[config.mk]
export PLATFORM = sky130hd
export DESIGN_NAME = voice_alloc
export DESIGN_NICKNAME = d
export VERILOG_FILES = /design/src/rtl/trivius_pkg.sv /design/src/rtl/midi_parser.sv /design/src/rtl/voice_alloc.sv
export SDC_FILE = /design/constraint.sdc
export NUM_CORES = 1
export LEC_CHECK = 0
export ABC_AREA = 1
export CORE_MARGIN = 3
export CORE_UTILIZATION = 35
export CTS_BUF_LIST = sky130_fd_sc_hd__clkbuf_8
export DETAILED_ROUTE_END_ITERATION = 10
export SYNTH_ARGS = -nofsm -noshare
export SYNTH_HDL_FRONTEND = slang
export SYNTH_SLANG_ARGS = --single-unit
[constraint.sdc]
create_clock -name i_clk -period 4.7 [get_ports i_clk]
set_input_delay 1.175 -clock i_clk [delete_from_list [all_inputs] [get_ports i_clk]]
set_output_delay 1.175 -clock i_clk [all_outputs]
set_load 0.01 [all_outputs]
[src/rtl/trivius_pkg.sv]
// Shared MIDI constants, parser state encoding and the note event payload
// used by the voice allocator.
package trivius_pkg;

  localparam logic [3:0] MIDI_NOTE_OFF = 4'h8;
  localparam logic [3:0] MIDI_NOTE_ON  = 4'h9;
  // 0xF8..0xFF real-time, 0xF0..0xF7 system-common/exclusive
  localparam logic [7:0] MIDI_RT_LO    = 8'hF8;
  localparam logic [7:0] MIDI_SYS_LO   = 8'hF0;

  typedef logic [6:0] note_t;
  typedef logic [6:0] vel_t;

  typedef enum logic [1:0] {
    ST_IDLE    = 2'd0,
    ST_IGNORE  = 2'd1,
    ST_WAIT_D1 = 2'd2,
    ST_WAIT_D2 = 2'd3
  } parser_state_t;

  typedef struct packed {
    logic  on;
    note_t note;
    vel_t  velocity;
  } midi_event_t;

endpackage

[src/rtl/midi_parser.sv]
// Byte-level MIDI parser: keeps running status for Note On/Off on one
// channel and emits a one-cycle registered event per completed data pair.
module midi_parser
  import trivius_pkg::*;
#(
  parameter int unsigned MIDI_CHANNEL = 0
) (
  input  logic        i_clk,
  input  logic        i_reset,
  input  logic        i_valid,
  input  logic [7:0]  i_data,
  output midi_event_t o_event,
  output logic        o_event_valid
);

  localparam logic [3:0] CHAN = 4'(MIDI_CHANNEL);

  parser_state_t state_q, state_d;
  logic          cmd_on_q, cmd_on_d;
  note_t         note_q, note_d;
  midi_event_t   ev_q, ev_d;
  logic          ev_valid_q, ev_valid_d;

  // State, latched command/note and event output registers
  always_ff @(posedge i_clk) begin
    if (i_reset) begin
      state_q    <= ST_IDLE;
      cmd_on_q   <= 1'b0;
      note_q     <= '0;
      ev_q       <= '0;
      ev_valid_q <= 1'b0;
    end else begin
      state_q    <= state_d;
      cmd_on_q   <= cmd_on_d;
      note_q     <= note_d;
      ev_q       <= ev_d;
      ev_valid_q <= ev_valid_d;
    end
  end

  // Next-state decode; real-time bytes fall through untouched
  always_comb begin
    state_d    = state_q;
    cmd_on_d   = cmd_on_q;
    note_d     = note_q;
    ev_d       = ev_q;
    ev_valid_d = 1'b0;
    if (i_valid && (i_data < MIDI_RT_LO)) begin
      if (i_data >= MIDI_SYS_LO) begin
        state_d = ST_IDLE;
      end else if (i_data[7]) begin
        if (((i_data[7:4] == MIDI_NOTE_ON) || (i_data[7:4] == MIDI_NOTE_OFF)) &&
            (i_data[3:0] == CHAN)) begin
          cmd_on_d = (i_data[7:4] == MIDI_NOTE_ON);
          state_d  = ST_WAIT_D1;
        end else begin
          state_d  = ST_IGNORE;
        end
      end else begin
        case (state_q)
          ST_WAIT_D1: begin
            note_d  = i_data[6:0];
            state_d = ST_WAIT_D2;
          end
          ST_WAIT_D2: begin
            // Note On with zero velocity is a Note Off
            ev_valid_d  = 1'b1;
            ev_d.on       = cmd_on_q && (i_data[6:0] != 7'd0);
            ev_d.note     = note_q;
            ev_d.velocity = i_data[6:0];
            state_d       = ST_WAIT_D1;
          end
          default: ;
        endcase
      end
    end
  end

  assign o_event       = ev_q;
  assign o_event_valid = ev_valid_q;

endmodule

[src/rtl/voice_alloc.sv]
// MIDI Note On/Off scheduler onto a fixed voice pool with age ranking.
// Optional feature macro VOICE_STEAL_EN: when every voice is busy the
// oldest voice is overwritten instead of discarding the Note On.
module voice_alloc
  import trivius_pkg::*;
#(
  parameter int unsigned NUM_VOICES   = 4,
  parameter int unsigned MIDI_CHANNEL = 0
) (
  input  logic                        i_clk,
  input  logic                        i_reset,
  input  logic                        i_valid,
  input  logic [7:0]                  i_data,
  output logic [NUM_VOICES-1:0]       o_gate,
  output logic [NUM_VOICES-1:0][6:0]  o_note,
  output logic [NUM_VOICES-1:0][6:0]  o_velocity,
  output logic [NUM_VOICES-1:0]       o_update,
  output logic                        o_dropped
);

  localparam int unsigned RANK_W = (NUM_VOICES > 1) ? $clog2(NUM_VOICES) : 1;

  midi_event_t pev;
  logic        pev_valid;
  midi_event_t ev_q;
  logic        ev_valid_q;

  logic [NUM_VOICES-1:0]      gate_q, gate_d;
  logic [NUM_VOICES-1:0][6:0] note_q, note_d;
  logic [NUM_VOICES-1:0][6:0] vel_q, vel_d;
  logic [NUM_VOICES-1:0]      upd_q, upd_d;
  logic                       drop_q, drop_d;
  logic [RANK_W-1:0]          rank_q [NUM_VOICES];
  logic [RANK_W-1:0]          rank_d [NUM_VOICES];
  logic                       sel_found;
  logic [RANK_W-1:0]          sel;

  midi_parser #(.MIDI_CHANNEL(MIDI_CHANNEL)) u_parser (
    .i_clk         (i_clk),
    .i_reset       (i_reset),
    .i_valid       (i_valid),
    .i_data        (i_data),
    .o_event       (pev),
    .o_event_valid (pev_valid)
  );

  // Event stage plus voice state; ranks reset to identity permutation
  always_ff @(posedge i_clk) begin
    if (i_reset) begin
      ev_q       <= '0;
      ev_valid_q <= 1'b0;
      gate_q     <= '0;
      note_q     <= '0;
      vel_q      <= '0;
      upd_q      <= '0;
      drop_q     <= 1'b0;
      for (int i = 0; i < int'(NUM_VOICES); i++) rank_q[i] <= RANK_W'(i);
    end else begin
      ev_q       <= pev;
      ev_valid_q <= pev_valid;
      gate_q     <= gate_d;
      note_q     <= note_d;
      vel_q      <= vel_d;
      upd_q      <= upd_d;
      drop_q     <= drop_d;
      for (int i = 0; i < int'(NUM_VOICES); i++) rank_q[i] <= rank_d[i];
    end
  end

  // Allocation: retrigger, else lowest free voice, else steal or drop
  always_comb begin
    gate_d    = gate_q;
    note_d    = note_q;
    vel_d     = vel_q;
    upd_d     = '0;
    drop_d    = 1'b0;
    rank_d    = rank_q;
    sel_found = 1'b0;
    sel       = '0;
    if (ev_valid_q) begin
      if (ev_q.on) begin
        for (int i = 0; i < int'(NUM_VOICES); i++) begin
          if (!sel_found && gate_q[i] && (note_q[i] == ev_q.note)) begin
            sel_found = 1'b1;
            sel       = RANK_W'(i);
          end
        end
        for (int i = 0; i < int'(NUM_VOICES); i++) begin
          if (!sel_found && !gate_q[i]) begin
            sel_found = 1'b1;
            sel       = RANK_W'(i);
          end
        end
`ifdef VOICE_STEAL_EN
        for (int i = 0; i < int'(NUM_VOICES); i++) begin
          if (!sel_found && (rank_q[i] == RANK_W'(NUM_VOICES - 1))) begin
            sel_found = 1'b1;
            sel       = RANK_W'(i);
          end
        end
`endif
        if (sel_found) begin
          gate_d[sel] = 1'b1;
          note_d[sel] = ev_q.note;
          vel_d[sel]  = ev_q.velocity;
          upd_d[sel]  = 1'b1;
          // Younger voices age by one; the chosen voice becomes newest
          for (int j = 0; j < int'(NUM_VOICES); j++) begin
            if (rank_q[j] < rank_q[sel]) rank_d[j] = rank_q[j] + RANK_W'(1);
          end
          rank_d[sel] = '0;
        end else begin
          drop_d = 1'b1;
        end
      end else begin
        // Release keeps note/velocity/rank for the envelope tail
        for (int i = 0; i < int'(NUM_VOICES); i++) begin
          if (gate_q[i] && (note_q[i] == ev_q.note)) gate_d[i] = 1'b0;
        end
      end
    end
  end

  assign o_gate     = gate_q;
  assign o_note     = note_q;
  assign o_velocity = vel_q;
  assign o_update   = upd_q;
  assign o_dropped  = drop_q;

endmodule

==> results.json, run 1 <==
{
  "max_freq_mhz": 364,
  "dieArea_sq_mm": 0.0151,
  "rsz0062_at_grt": "no",
  "setup_viol": 0,
  "ys_warn_count": 0,
  "grt_use_total_pct": 15.2,
  "pwr-share-seq_pct": 58.3,
  "p_int_w": 0.00123,
  "yosys_register_bits": 107,
  "antenna_cells": 0,
  "hp-class": "reg -> reg",
  "wl_met1_um": 5280,
  "p_sw_w": 0.000339,
  "maxSlewHeadroom_pct": 23.1,
  "ir_drop_mv": 0.156,
  "slew_viol_final": 0,
  "crit_fanout": 14,
  "dr.pass1.iters": 5,
  "worstSetupEndpoint": "o_note[14]$_SDFFE_PP0P_",
  "wirelength_um": 11300,
  "numPortBuffers": 75,
  "clockBufferDepth": 2,
  "numCtsBuffers": 9,
  "clkPwrFrac_pct": 38.4,
  "skew_ns": 0.00911,
  "outcome": "complete, no violations",
  "synth_area_sq_mm": 0.00480,
  "cts-hold-fix-buffers": 0,
  "synth_common_cells": "nand2_1 (157), nor2_1 (109), dfxtp_1 (107), inv_1 (95), a21oi_1 (45)",
  "rows": 42,
  "drtIter0Drc": 286,
  "dr_wl_met3_um": 744,
  "min_from": "u_parser.o_event_valid$_SDFF_PP0_",
  "clk_pin_slew_ns": 0.10,
  "synth.area.top_cells": "dfxtp_1 (45%), nand2_1 (12%), nor2_1 (8.5%)",
  "antenna_left": 0,
  "critPathLaunchType": "flop",
  "yosysMostFrequentCell": "nand2_1",
  "post_drt_wl_per_cell_um": 12.3,
  "switching_share_pct": 21.6,
  "hold_violations": 0,
  "gp_congestion": 0.926,
  "gr-total-overflow": 0,
  "synth_edf_count": 0,
  "maxCapViolations": 0,
  "synthCells": 682,
  "r2r_slack_ns": 1.95,
  "dr_wl_met2_um": 5190,
  "synth_top_area_cell": "dfxtp_1",
  "clock_latency_ns": 0.37,
  "grt_pass1_vias": 3797,
  "seq_area_frac_synth_pct": 44.6,
  "multi_input_area_sq_mm": 0.00207,
  "startpoint": "ev_q[10]$_SDFF_PP0_",
  "syn-num-nets": 693,
  "final_nets": 750,
  "ctsHtreeMaxLevel": 3,
  "vias_per_cell": 4.61,
  "grt_max_degree": 47,
  "drcViolationCount": 0,
  "async_reset_ff_share_pct": 0,
  "dp.cells": 904,
  "clockRootBuffer": "clkbuf_8",
  "io_pins": 76,
  "highest_layer": "met4",
  "initial_core_util_pct": 35.9,
  "drive_gt1_share_pct": 7.40,
  "die_w_um": 123,
  "power.leakage_nw": 2.24,
  "critPathArrivalTime_ns": 3.02,
  "pwr-share-comb_pct": 3.3,
  "timing_worst_setup_path_type": "reg -> reg",
  "core_area_sq_mm": 0.0133,
  "r2r_end": "o_note[14]$_SDFFE_PP0P_",
  "rr_startpoint": "ev_q[10]$_SDFF_PP0_",
  "final_core_util_pct": 43.5,
  "die_h_um": 123,
  "regArea_sq_mm": 0.00214,
  "finalNonFillerCells": 919,
  "syn_avg_cell_area_sq_um": 7.04,
  "cp_data_required_time_ns": 4.97,
  "tightestPinTransition_ns": 1.15,
  "period_minus_slack_ns": 2.75,
  "cts_setup_buffers": 0,
  "yosysUniqueCellTypes": 31,
  "area_delta_synth_final_pct": 21.0,
  "powerDensity_mw_per_mm2": 270,
  "tns_ns": 0,
  "cts_tree": "built",
  "min_period_over_period_pct": 58.5,
  "grt_antenna_before_repair": 0,
  "cts.sinks": 107,
  "cp-end-kind": "flop",
  "dp_hpwl_um": 8160,
  "n_fill_cell": 1367,
  "synth_ff_type": "dfxtp_1",
  "cts.repair.resized": 0,
  "grt_pass1_wl_um": 18300,
  "rr_worst_depth": 15,
  "yosys.area.top_type_share_pct": 44.6,
  "num_vias": 4238
}
-- sequential cells by signal, indices dropped and copies added, names as in the netlist --
name                    count
u_parser.state_q            2
u_parser.o_event           15
ev_valid_q                  1
o_dropped                   1
ev_q                       15
o_velocity                 28
o_note                     28
o_gate                      4
o_update                    4
u_parser.cmd_on_q           1
u_parser.note_q             7
u_parser.o_event_valid      1
-- layer usage --
layer / GRT usage [%] / up-vias
met4: 4.08 / 0
met3: 3.43 / 9
met1: 20.8 / 1894
li1: - / 2227
met5: 0 / -
met2: 24.2 / 108
-- power groups by stage --
stage | Combinational (W) | Sequential (W) | Clock, W
floorplan | 0.0000338 | 0.000933 | 0
global placement | 0.0000523 | 0.000934 | 0
detailed placement | 0.0000528 | 0.000934 | 0
CTS | 0.0000529 | 0.000913 | 0.000624
global route | 0.0000604 | 0.000914 | 0.000660
finish | 0.0000524 | 0.000912 | 0.000602
-- metrics by stage --
step | cell area (sq um) | hold slack (ns) | total power [W] | worst slack, ns
2_1_floorplan | 4800 | 0.388 | 0.000967 | 2.33
3_3_place_gp | 5590 | 0.392 | 0.000986 | 1.70
3_5_place_dp | 5590 | 0.396 | 0.000987 | 1.63
4_1_cts | 5800 | 0.410 | 0.00159 | 1.99
5_1_grt | 5800 | 0.437 | 0.00163 | 1.70
6_report | 5800 | 0.409 | 0.00157 | 1.95
-- how the worst min path moves through the flow --
| stage | slack [ns] | cells after the start | end |
|---|---|---|---|
| CTS | 0.41 | 2 | ev_valid_q$_SDFF_PP0_ |
| detailed placement | 0.40 | 2 | ev_valid_q$_SDFF_PP0_ |
| global route | 0.44 | 2 | ev_valid_q$_SDFF_PP0_ |
| floorplan | 0.39 | 2 | ev_valid_q$_SDFF_PP0_ |
| global placement | 0.39 | 2 | ev_valid_q$_SDFF_PP0_ |
| finish | 0.41 | 2 | ev_valid_q$_SDFF_PP0_ |
-- layout by cell type, fill, tap and decap left out, drive strengths merged, types with 3 or more instances in the layout --
master         instances
a21oi                 45
clkbuf                 9
clkdlybuf4s50         75
clkinv                 3
dfxtp                107
inv                  104
nand2                175
nand3                 24
nand4                 33
nor2                 115
nor3                   6
o21ai                 27
xnor2                  6
-- final cells by class --
| cell class | instances | share of cell area [%] |
|---|---|---|
| Clock buffer | 9 | 2.13 |
| Timing Repair Buffer | 77 | 13.2 |
| Tap cell | 176 | 3.79 |
| Sequential cell | 107 | 36.9 |
| Clock inverter | 6 | 1.53 |
| Inverter | 105 | 6.83 |
| Multi-Input combinational cell | 439 | 35.6 |
-- cell families (layout without fill, tap and decap cells) --
group,Yosys count,after routing,synth area share [%]
compound gates,78,78,8.63
xor+xnor,6,6,1.10
buf+inv,136,197,12.3
flops,107,107,44.6
simple gates,355,355,33.4
-- worst max-delay path, stage by stage (launching register included) --
cell,delay [ns]
dfxtp_1,0.50
inv_2,0.14
nand2_1,0.09
nand2_1,0.05
clkinv_1,0.04
nand2_1,0.05
nor2_2,0.14
nand2_2,0.09
nand2_2,0.09
nor2_4,0.05
nand4_1,0.15
inv_1,0.06
nor2_1,0.86
nand4_1,0.19
nand2_1,0.12
nor2_1,0.04
(Power assumes the default switching activity.)
==> inputs of run 2 (changes only) <==
- clock period: 4.7 -> 2.8 ns (I/O delays scaled with it)
==> run 2 against run 1 <==
Final cell count is 0.76% higher. Highest routed layer unchanged. Setup slack worse by 1.5 ns. Largest power group unchanged. Clock skew rose by 0.0052 ns. Clock-buffer cell count increased by 1.
==> results.json, run 2 (synthesized netlist as in run 1, its figures left out) <==
{
  "max_freq_mhz": 418,
  "critPathLaunchType": "flop",
  "grt_antenna_before_repair": 0,
  "die_w_um": 123,
  "post_drt_wl_per_cell_um": 12.4,
  "critPathArrivalTime_ns": 2.72,
  "n_fill_cell": 1405,
  "dp.cells": 910,
  "use_met1_pct": 20.0,
  "rr_worst_depth": 16,
  "numPortBuffers": 75,
  "regArea_sq_mm": 0.00214,
  "ir_drop_mv": 0.195,
  "initial_core_util_pct": 35.9,
  "hp-class": "reg -> reg",
  "hold_violations": 0,
  "rr_startpoint": "ev_q[10]$_SDFF_PP0_",
  "met3_usage_pct": 4.39,
  "r2r_slack_ns": 0.41,
  "tns_ns": 0,
  "min_period_over_period_pct": 85.5,
  "crit_fanout": 23,
  "io_pins": 76,
  "drive_gt1_share_pct": 8.00,
  "grt_use_total_pct": 15.8,
  "skew_ns": 0.0143,
  "grt_pass1_wl_um": 19100,
  "cts.repair.resized": 0,
  "maxSlewHeadroom_pct": 60.9,
  "gr-total-overflow": 0,
  "num_vias": 4273,
  "grt_util_met2_pct": 26.4,
  "cts_setup_buffers": 0,
  "clk_pin_slew_ns": 0.10,
  "timing_worst_setup_path_type": "reg -> reg",
  "die_h_um": 123,
  "maxCapViolations": 0,
  "cts-hold-fix-buffers": 0,
  "worstHoldPathCells": 2,
  "antenna_cells": 0,
  "cp-end-kind": "flop",
  "r2r_end": "o_note[24]$_SDFFE_PP0P_",
  "slew_viol_final": 0,
  "final_core_util_pct": 43.8,
  "min_from": "u_parser.o_event_valid$_SDFF_PP0_",
  "final_common_cell": "nand2_1",
  "rsz0062_at_grt": "no",
  "grt-busiest-layer": "met2",
  "finalNonFillerCells": 926,
  "area_delta_synth_final_pct": 21.8,
  "ctsHtreeMaxLevel": 3,
  "period_minus_slack_ns": 2.39,
  "power.leakage_nw": 2.28,
  "vias_per_cell": 4.61,
  "grt_max_degree": 57,
  "dieArea_sq_mm": 0.0151,
  "outcome": "complete, no violations",
  "dp_hpwl_um": 8420,
  "numCtsBuffers": 9,
  "powerDensity_mw_per_mm2": 440,
  "gp_congestion": 0.887,
  "multi_input_area_sq_mm": 0.00207,
  "setup_viol": 0,
  "cp_data_required_time_ns": 3.13,
  "tightestPinTransition_ns": 0.582,
  "cts_tree": "built",
  "dr.pass1.iters": 4,
  "min_to": "ev_valid_q$_SDFF_PP0_",
  "drcViolationCount": 0,
  "cts.sinks": 107,
  "wirelength_um": 11500,
  "grt_pass1_vias": 4014,
  "clock_latency_ns": 0.38,
  "drtIter0Drc": 279,
  "antenna_left": 0,
  "final_nets": 756,
  "clockRootBuffer": "clkbuf_8",
  "core_area_sq_mm": 0.0133,
  "layout_common_cells": "nand2_1 (157), nor2_1 (109), dfxtp_1 (107)",
  "rows": 42,
  "clockBufferDepth": 2
}
[run 2: cell types whose count changed in the layout (fill, tap and decap cells not counted), sizes merged]
cell	change
bufinv	-1
clkinvlp	-2
inv	+2
clkbuf	+1
buf	+6
clkinv	+1
[run 2: worst max-delay path, stage by stage (launching register included)]
cell and delay, ns:
dfxtp_1 0.49, inv_2 0.14, nand2_1 0.08, nand2_1 0.05, clkinv_1 0.04, nand2_1 0.05, nor2_2 0.14, nand2_2 0.09
nand2_2 0.09, nor2_4 0.05, nand4_2 0.13, nand2_4 0.12, inv_4 0.25, nand3_4 0.31, nand2_1 0.16, inv_1 0.06
nor2_1 0.09
[run 2: where the power goes]
| part | internal, W | leakage, nW | total [W] | switching (W) |
|---|---|---|---|---|
| Combinational | 0.0000342 | 1.31 | 0.0000909 | 0.0000568 |
| Clock | 0.000432 | 0.109 | 0.000946 | 0.000513 |
| Sequential | 0.00153 | 0.862 | 0.00153 | 0.00000382 |
| Total | 0.00199 | 2.28 | 0.00257 | 0.000574 |
[run 2: worst max path at each step]
stage          slack (ns)                               to  cells after the start                start
5_1_grt              0.12          o_note[27]$_SDFFE_PP0P_                     14  ev_q[10]$_SDFF_PP0_
2_1_floorplan        0.91  u_parser.note_q[6]$_SDFFE_PP0P_                      7            i_data[4]
3_5_place_dp         0.20  u_parser.note_q[2]$_SDFFE_PP0P_                      7            i_data[7]
4_1_cts              0.40          o_note[24]$_SDFFE_PP0P_                     16  ev_q[10]$_SDFF_PP0_
3_3_place_gp         0.32  u_parser.note_q[4]$_SDFFE_PP0P_                      7            i_data[5]
6_report             0.41          o_note[24]$_SDFFE_PP0P_                     16  ev_q[10]$_SDFF_PP0_
[run 2: cell type report]
| cell class | instances | area share [%] |
|---|---|---|
| clock buffer | 10 | 2.36 |
| sequential | 107 | 36.7 |
| multi-input combinational | 439 | 35.4 |
| timing repair buffer | 83 | 14.1 |
| inverter | 105 | 6.79 |
| tap | 176 | 3.77 |
| clock inverter | 6 | 0.964 |
[run 2: stage by stage]
step	hold slack (ns)	instance area, sq um	total power [W]	setup WS, ns
5_1_grt	0.425	5840	0.00267	0.118
4_1_cts	0.407	5840	0.00260	0.397
3_5_place_dp	0.393	5650	0.00166	0.196
6_report	0.406	5840	0.00257	0.407
3_3_place_gp	0.397	5650	0.00166	0.322
2_1_floorplan	0.388	4800	0.00162	0.908
[run 2: metal layers]
layer	wire, um	share of wire [%]	vias to the layer above
li1	-	-	2241
met1	5420	47	1910
met2	5280	46	110
met3	605	5.3	12
met4	155	1.4	0
met5	0	0	-
==> RTL edit 1, RTL diff (settings of run 2) <==
The 4 states of `parser_state_t` get a Gray code encoding in 2 bits.
--- a/src/rtl/trivius_pkg.sv
+++ b/src/rtl/trivius_pkg.sv
@@ -12,10 +12,10 @@
   typedef logic [6:0] vel_t;
 
   typedef enum logic [1:0] {
-    ST_IDLE    = 2'd0,
-    ST_IGNORE  = 2'd1,
-    ST_WAIT_D1 = 2'd2,
-    ST_WAIT_D2 = 2'd3
+    ST_IDLE    = 2'b00,
+    ST_IGNORE  = 2'b01,
+    ST_WAIT_D1 = 2'b11,
+    ST_WAIT_D2 = 2'b10
   } parser_state_t;
 
   typedef struct packed {
Check against the original RTL: same outputs for any inputs over 4 cycles, from zero or initial values and one cycle with i_reset high; so few cycles prove little.
==> RTL edit 1 against run 2 <==
- non-clock buffer count grew 3
- area after synthesis up 2.3%
- critical path depth shrank 2
- sequential cell count did not move
- combinational power is 12% lower
- final area up 2.4%
- cell count is 1.1% higher
- setup slack lost 0.0081 ns
- routed wire length increased by 8.3%
- power shrank 0.42%
- critical endpoint is now o_note[16]$_SDFFE_PP0P_
- largest power group unchanged
==> RTL edit 1: results (changes against run 2) <==
Num CTS Buffers=9 (unchanged); setup TNS=0 ns (unchanged); most common cell in the netlist=nand2_1 (unchanged); Data arrival, critical path=2.71 ns (was 2.72 ns); Hold Path Cell Cnt=2 (unchanged); 1st-iter DRT viols=344 (was 279); CTS Root Buffer Type=clkbuf_8 (unchanged); status=complete, no violations (unchanged); Worst R2R End=o_note[16]$_SDFFE_PP0P_ (was o_note[24]$_SDFFE_PP0P_); Total Nets Final=766 (was 756); Synth Warn #=0 (unchanged); Commonest cells post-synth=nand2_1, dfxtp_1, nor2_1, inv_1, a21oi_1 (was nand2_1, nor2_1, dfxtp_1, inv_1, a21oi_1); detailed placement HPWL=9150 um (was 8420 um); leakage power=2.33 nW (was 2.28 nW); Total Routing Usage GR=16.3% (was 15.8%); Hold Slack=0.411 ns (was 0.406 ns); Port Buffers=75 (unchanged); total wire length=12,400 um (was 11,500 um); Seq/Total Area, Yosys=43.7% (was 44.6%); adder-cell area share of the yosys netlist=0% (unchanged); ratio of cells with drive above 1 in the final layout=11.3% (was 8.00%); # resized after CTS=0 (unchanged); Clk Latency, worst-skew pair=0.38 ns (about the same); global-route wire length before repair=20,700 um (was 19,100 um); worst slew pin tran=0.519 ns (was 0.582 ns); Placement Cell Area=0.00578 mm^2 (was 0.00565 mm^2); Max clock buf depth=2 (unchanged); Compound-Gate Fraction of Synth Area=7.78% (was 8.63%); delay-heaviest family, CP=simple AND/OR/NAND/NOR gates (unchanged); Reg2Reg Depth=14 (was 16); syn nets=701 (was 693); hold buffers post-CTS=0 (unchanged); hold endpoint=ev_valid_q$_SDFF_PP0_ (unchanged); area share of xor/xnor cells in the synthesized design=1.07% (was 1.10%); Worst R2R Setup Slack=roughly 0.4 ns; largest net degree at the start of global routing=54 (was 57); vias=4,405 (was 4,273); CP max stage cell=dfxtp_1 (unchanged); clock skew=0.0113 ns (was 0.0143 ns); proportion of synthesized area in mux cells=0% (unchanged); Max VDD drop=0.203 mV (was 0.195 mV); Post-synth ARST share=0% (unchanged); Area contributors post-synth=dfxtp_1, nand2_1, nor2_1 (unchanged); Critical Path Fanout Max=25 (was 23); placer congestion estimate=0.943 (was 0.887); Main synth FF type=dfxtp_1 (unchanged); # DRC=0 (unchanged); DR pass1 iterations=6 (was 4); Hold/Removal Path Class=flip-flop to flip-flop (unchanged); H-tree Lvls=3 (unchanged); vias in the first global route=4,150 (was 4,014); post-CTS setup buffers=0 (unchanged); Netlist cell types=33 (was 31)
## RTL edit 1: worst max path at each step
stage                      startpoint                               to  depth (start not counted)
3_3_place_gp                i_data[7]  u_parser.note_q[2]$_SDFFE_PP0P_                          7
4_1_cts           ev_q[10]$_SDFF_PP0_          o_note[16]$_SDFFE_PP0P_                         14
5_1_grt           ev_q[10]$_SDFF_PP0_          o_note[16]$_SDFFE_PP0P_                         14
3_5_place_dp                i_data[7]  u_parser.note_q[4]$_SDFFE_PP0P_                          7
2_1_floorplan  o_gate[3]$_SDFFE_PP0P_           o_note[0]$_SDFFE_PP0P_                         14
6_report          ev_q[10]$_SDFF_PP0_          o_note[16]$_SDFFE_PP0P_                         14
## RTL edit 1: per-layer routing
| layer | vias up | routed length (um) | track usage [%] |
|---|---|---|---|
| li1 | 2282 | - | - |
| met1 | 1978 | 5770 | 21.6 |
| met2 | 125 | 5670 | 26.5 |
| met3 | 20 | 767 | 3.17 |
| met4 | 0 | 207 | 5.48 |
| met5 | - | 0 | 0 |
## RTL edit 1: area by class of cell
class / instances / area (um^2)
clock buffers: 13 / 179
clock inverters: 3 / 27.5
fillers: 1420 / 7470
inverters: 106 / 403
multi-input cells: 445 / 2170
flip-flops and latches: 107 / 2140
well taps: 176 / 220
repair buffers: 86 / 846
## RTL edit 1: metrics by stage
stage	setup WS, ns	total power [mW]	util [%]	cells
finish	0.399	2.56	44.5	936
global route	0.0877	2.67	44.5	936
CTS	0.369	2.59	44.5	936
detailed placement	0.160	1.64	43.0	920
global placement	0.312	1.64	43.0	920
floorplan	0.873	1.60	-	690
## RTL edit 1: report_power, final
part           switching [mW]  internal, mW
clock network           0.524         0.431
logic                  0.0499        0.0297
registers            0.000907          1.52
==> RTL edit 2, RTL diff (config.mk and constraints of run 2) <==
Without the edit above. The option `VOICE_STEAL_EN` is turned on by a define.
--- a/src/rtl/voice_alloc.sv
+++ b/src/rtl/voice_alloc.sv
@@ -1,6 +1,8 @@
 // MIDI Note On/Off scheduler onto a fixed voice pool with age ranking.
 // Optional feature macro VOICE_STEAL_EN: when every voice is busy the
 // oldest voice is overwritten instead of discarding the Note On.
+`define VOICE_STEAL_EN
+
 module voice_alloc
   import trivius_pkg::*;
 #(
Function: same outputs for any inputs over 10 cycles, from zero or initial values and one cycle with i_reset high; that may be too few to reach the edited logic, so the function may still have changed.
==> RTL edit 2 against run 2 <==
- the flow now finishes with violations (setup timing)
- routed wire length increased by 34%
- area after synthesis increased by 9.7%
- power increased by 35%
- sequential cell count increased by 8
- clock skew decreased by 0.0071 ns
- final area increased by 34%
- cell count increased by 20%
- count of clock-buffer cells in the layout increased by 9
- setup slack got worse by 0.78 ns
- combinational power increased by 5.5%
- critical endpoint is now rank_q[0]$_SDFFE_PP1P_
==> RTL edit 2: results (changes against run 2) <==
status=complete, but fails checks (was complete, no violations); failing checks=setup timing; Hold Crit Start=u_parser.o_event[13]$_SDFFE_PP0P_ (was u_parser.o_event_valid$_SDFF_PP0_); Netlist cell types=41 (was 31); Total Routing Usage GR=19.2% (was 15.8%); Critical Path Fanout Max=5 (was 23); H-tree Lvls=4 (was 3); vias per inst=4.65 (was 4.61); Commonest cells post-synth=nand2_1, dfxtp_1, inv_1, a21oi_1, nor2_1 (was nand2_1, nor2_1, dfxtp_1, inv_1, a21oi_1); Final Worst Setup Slack=-0.375 ns (was 0.407 ns); clock skew=0.00720 ns (was 0.0143 ns); vias in the first global route=4,925 (was 4,014); ant diodes=0 (unchanged); CTS clk-pin slew, worst paths=0.07 ns (was 0.10 ns); largest net degree at the start of global routing=46 (was 57); Data arrival, critical path=3.50 ns (was 2.72 ns); Clk Latency, worst-skew pair=0.44 ns (was 0.38 ns); CP max stage cell=or4_1 (was dfxtp_1); Worst R2R End=rank_q[0]$_SDFFE_PP1P_ (was o_note[24]$_SDFFE_PP0P_); adder-cell area share of the yosys netlist=1.90% (was 0%); leakage power=3.34 nW (was 2.28 nW); ratio of cells with drive above 1 in the final layout=28.7% (was 8.00%); Compound-Gate Fraction of Synth Area=17.4% (was 8.63%); Hold Slack=0.407 ns (was 0.406 ns); setup violators final=22 (was 0); hold endpoint=ev_q[13]$_SDFF_PP0_ (was ev_valid_q$_SDFF_PP0_); area share of xor/xnor cells in the synthesized design=0.666% (was 1.10%); Max VDD drop=0.270 mV (was 0.195 mV); DR pass1 iterations=5 (was 4); Num CTS Buffers=17 (was 9); syn nets=745 (was 693); Seq/Total Area, Yosys=43.7% (was 44.6%); total wire length=15,400 um (was 11,500 um); Slew HR=57.6% (was 60.9%); Critical R2R Launch=ev_q[12]$_SDFF_PP0_ (was ev_q[10]$_SDFF_PP0_); Placement Cell Area=0.00693 mm^2 (was 0.00565 mm^2); Area contributors post-synth=dfxtp_1, nand2_1, inv_1 (was dfxtp_1, nand2_1, nor2_1); Reg2Reg Depth=22 (was 16); Total Nets Final=934 (was 756)
-- RTL edit 2: cell count changes in the layout (fill, tap and decap cells not counted), sizes merged, moves of 12 or more --
cell / run 2 / this run
a21oi: 45 / 57
buf: 8 / 121
nor2: 115 / 68
nand4: 33 / 6
inv: 106 / 127
o21ai: 27 / 78
o22ai: 0 / 16
-- RTL edit 2: how the worst max path moves through the flow --
stage,start,cells past startpoint,to
after CTS,ev_q[12]$_SDFF_PP0_,22,rank_q[0]$_SDFFE_PP1P_
after global routing,ev_q[7]$_SDFF_PP0_,24,rank_q[0]$_SDFFE_PP1P_
after global placement,ev_q[13]$_SDFF_PP0_,22,rank_q[0]$_SDFFE_PP1P_
final,ev_q[12]$_SDFF_PP0_,22,rank_q[0]$_SDFFE_PP1P_
after detailed placement,ev_q[13]$_SDFF_PP0_,22,rank_q[0]$_SDFFE_PP1P_
after floorplan,ev_q[8]$_SDFF_PP0_,24,rank_q[0]$_SDFFE_PP1P_
-- RTL edit 2: logic make-up after synthesis --
family,Yosys count
simple gates,290
buf+inv,147
xor+xnor,4
flops,115
fa+ha+maj,8
compound gates,162
-- RTL edit 2: area by class of cell --
class                   count  area (um^2)  area share (%)
multi-input cells         464         2600            33.2
clock inverters            13          181            2.32
well taps                 184          230            2.94
flip-flops and latches    115         2340            29.9
inverters                 121          477            6.09
repair buffers            196         1740            22.2
clock buffers              19          262            3.34
-- RTL edit 2: power breakdown --
| group | switching [mW] | internal [mW] | leakage (nW) | total, mW |
|---|---|---|---|---|
| registers | 0.00271 | 1.63 | 0.937 | 1.64 |
| clock network | 0.706 | 1.02 | 0.228 | 1.72 |
| logic | 0.0582 | 0.0377 | 2.18 | 0.0959 |
-- RTL edit 2: routing by layer --
layer | global-route usage [%] | vias up | share of wire (%)
met4 | 8.40 | 0 | 2.5
li1 | - | 2700 | -
met3 | 4.23 | 27 | 4.0
met5 | 0 | - | 0
met2 | 30.6 | 108 | 47
met1 | 24.9 | 2335 | 46
-- RTL edit 2: through the flow --
stage                     setup TNS [ns]  setup WS [ns]  instances  utilization (%)  total power, mW
after floorplan                   -0.259         -0.259        726                -             1.73
final                              -2.43         -0.375       1112             53.4             3.46
after detailed placement           -2.14         -0.448       1066             47.3             1.77
after global routing               -6.62         -0.505       1112             53.4             3.58
after CTS                         -0.721         -0.297       1101             51.4             3.49
after global placement             -2.16         -0.456       1066             47.3             1.77
-- RTL edit 2: repair_timing --
action                     4_1_cts  5_1_grt
setup endpoints to repair       24       49
pin swaps                       13       25
gates resized for setup         34       63
buffers inserted                 4       12
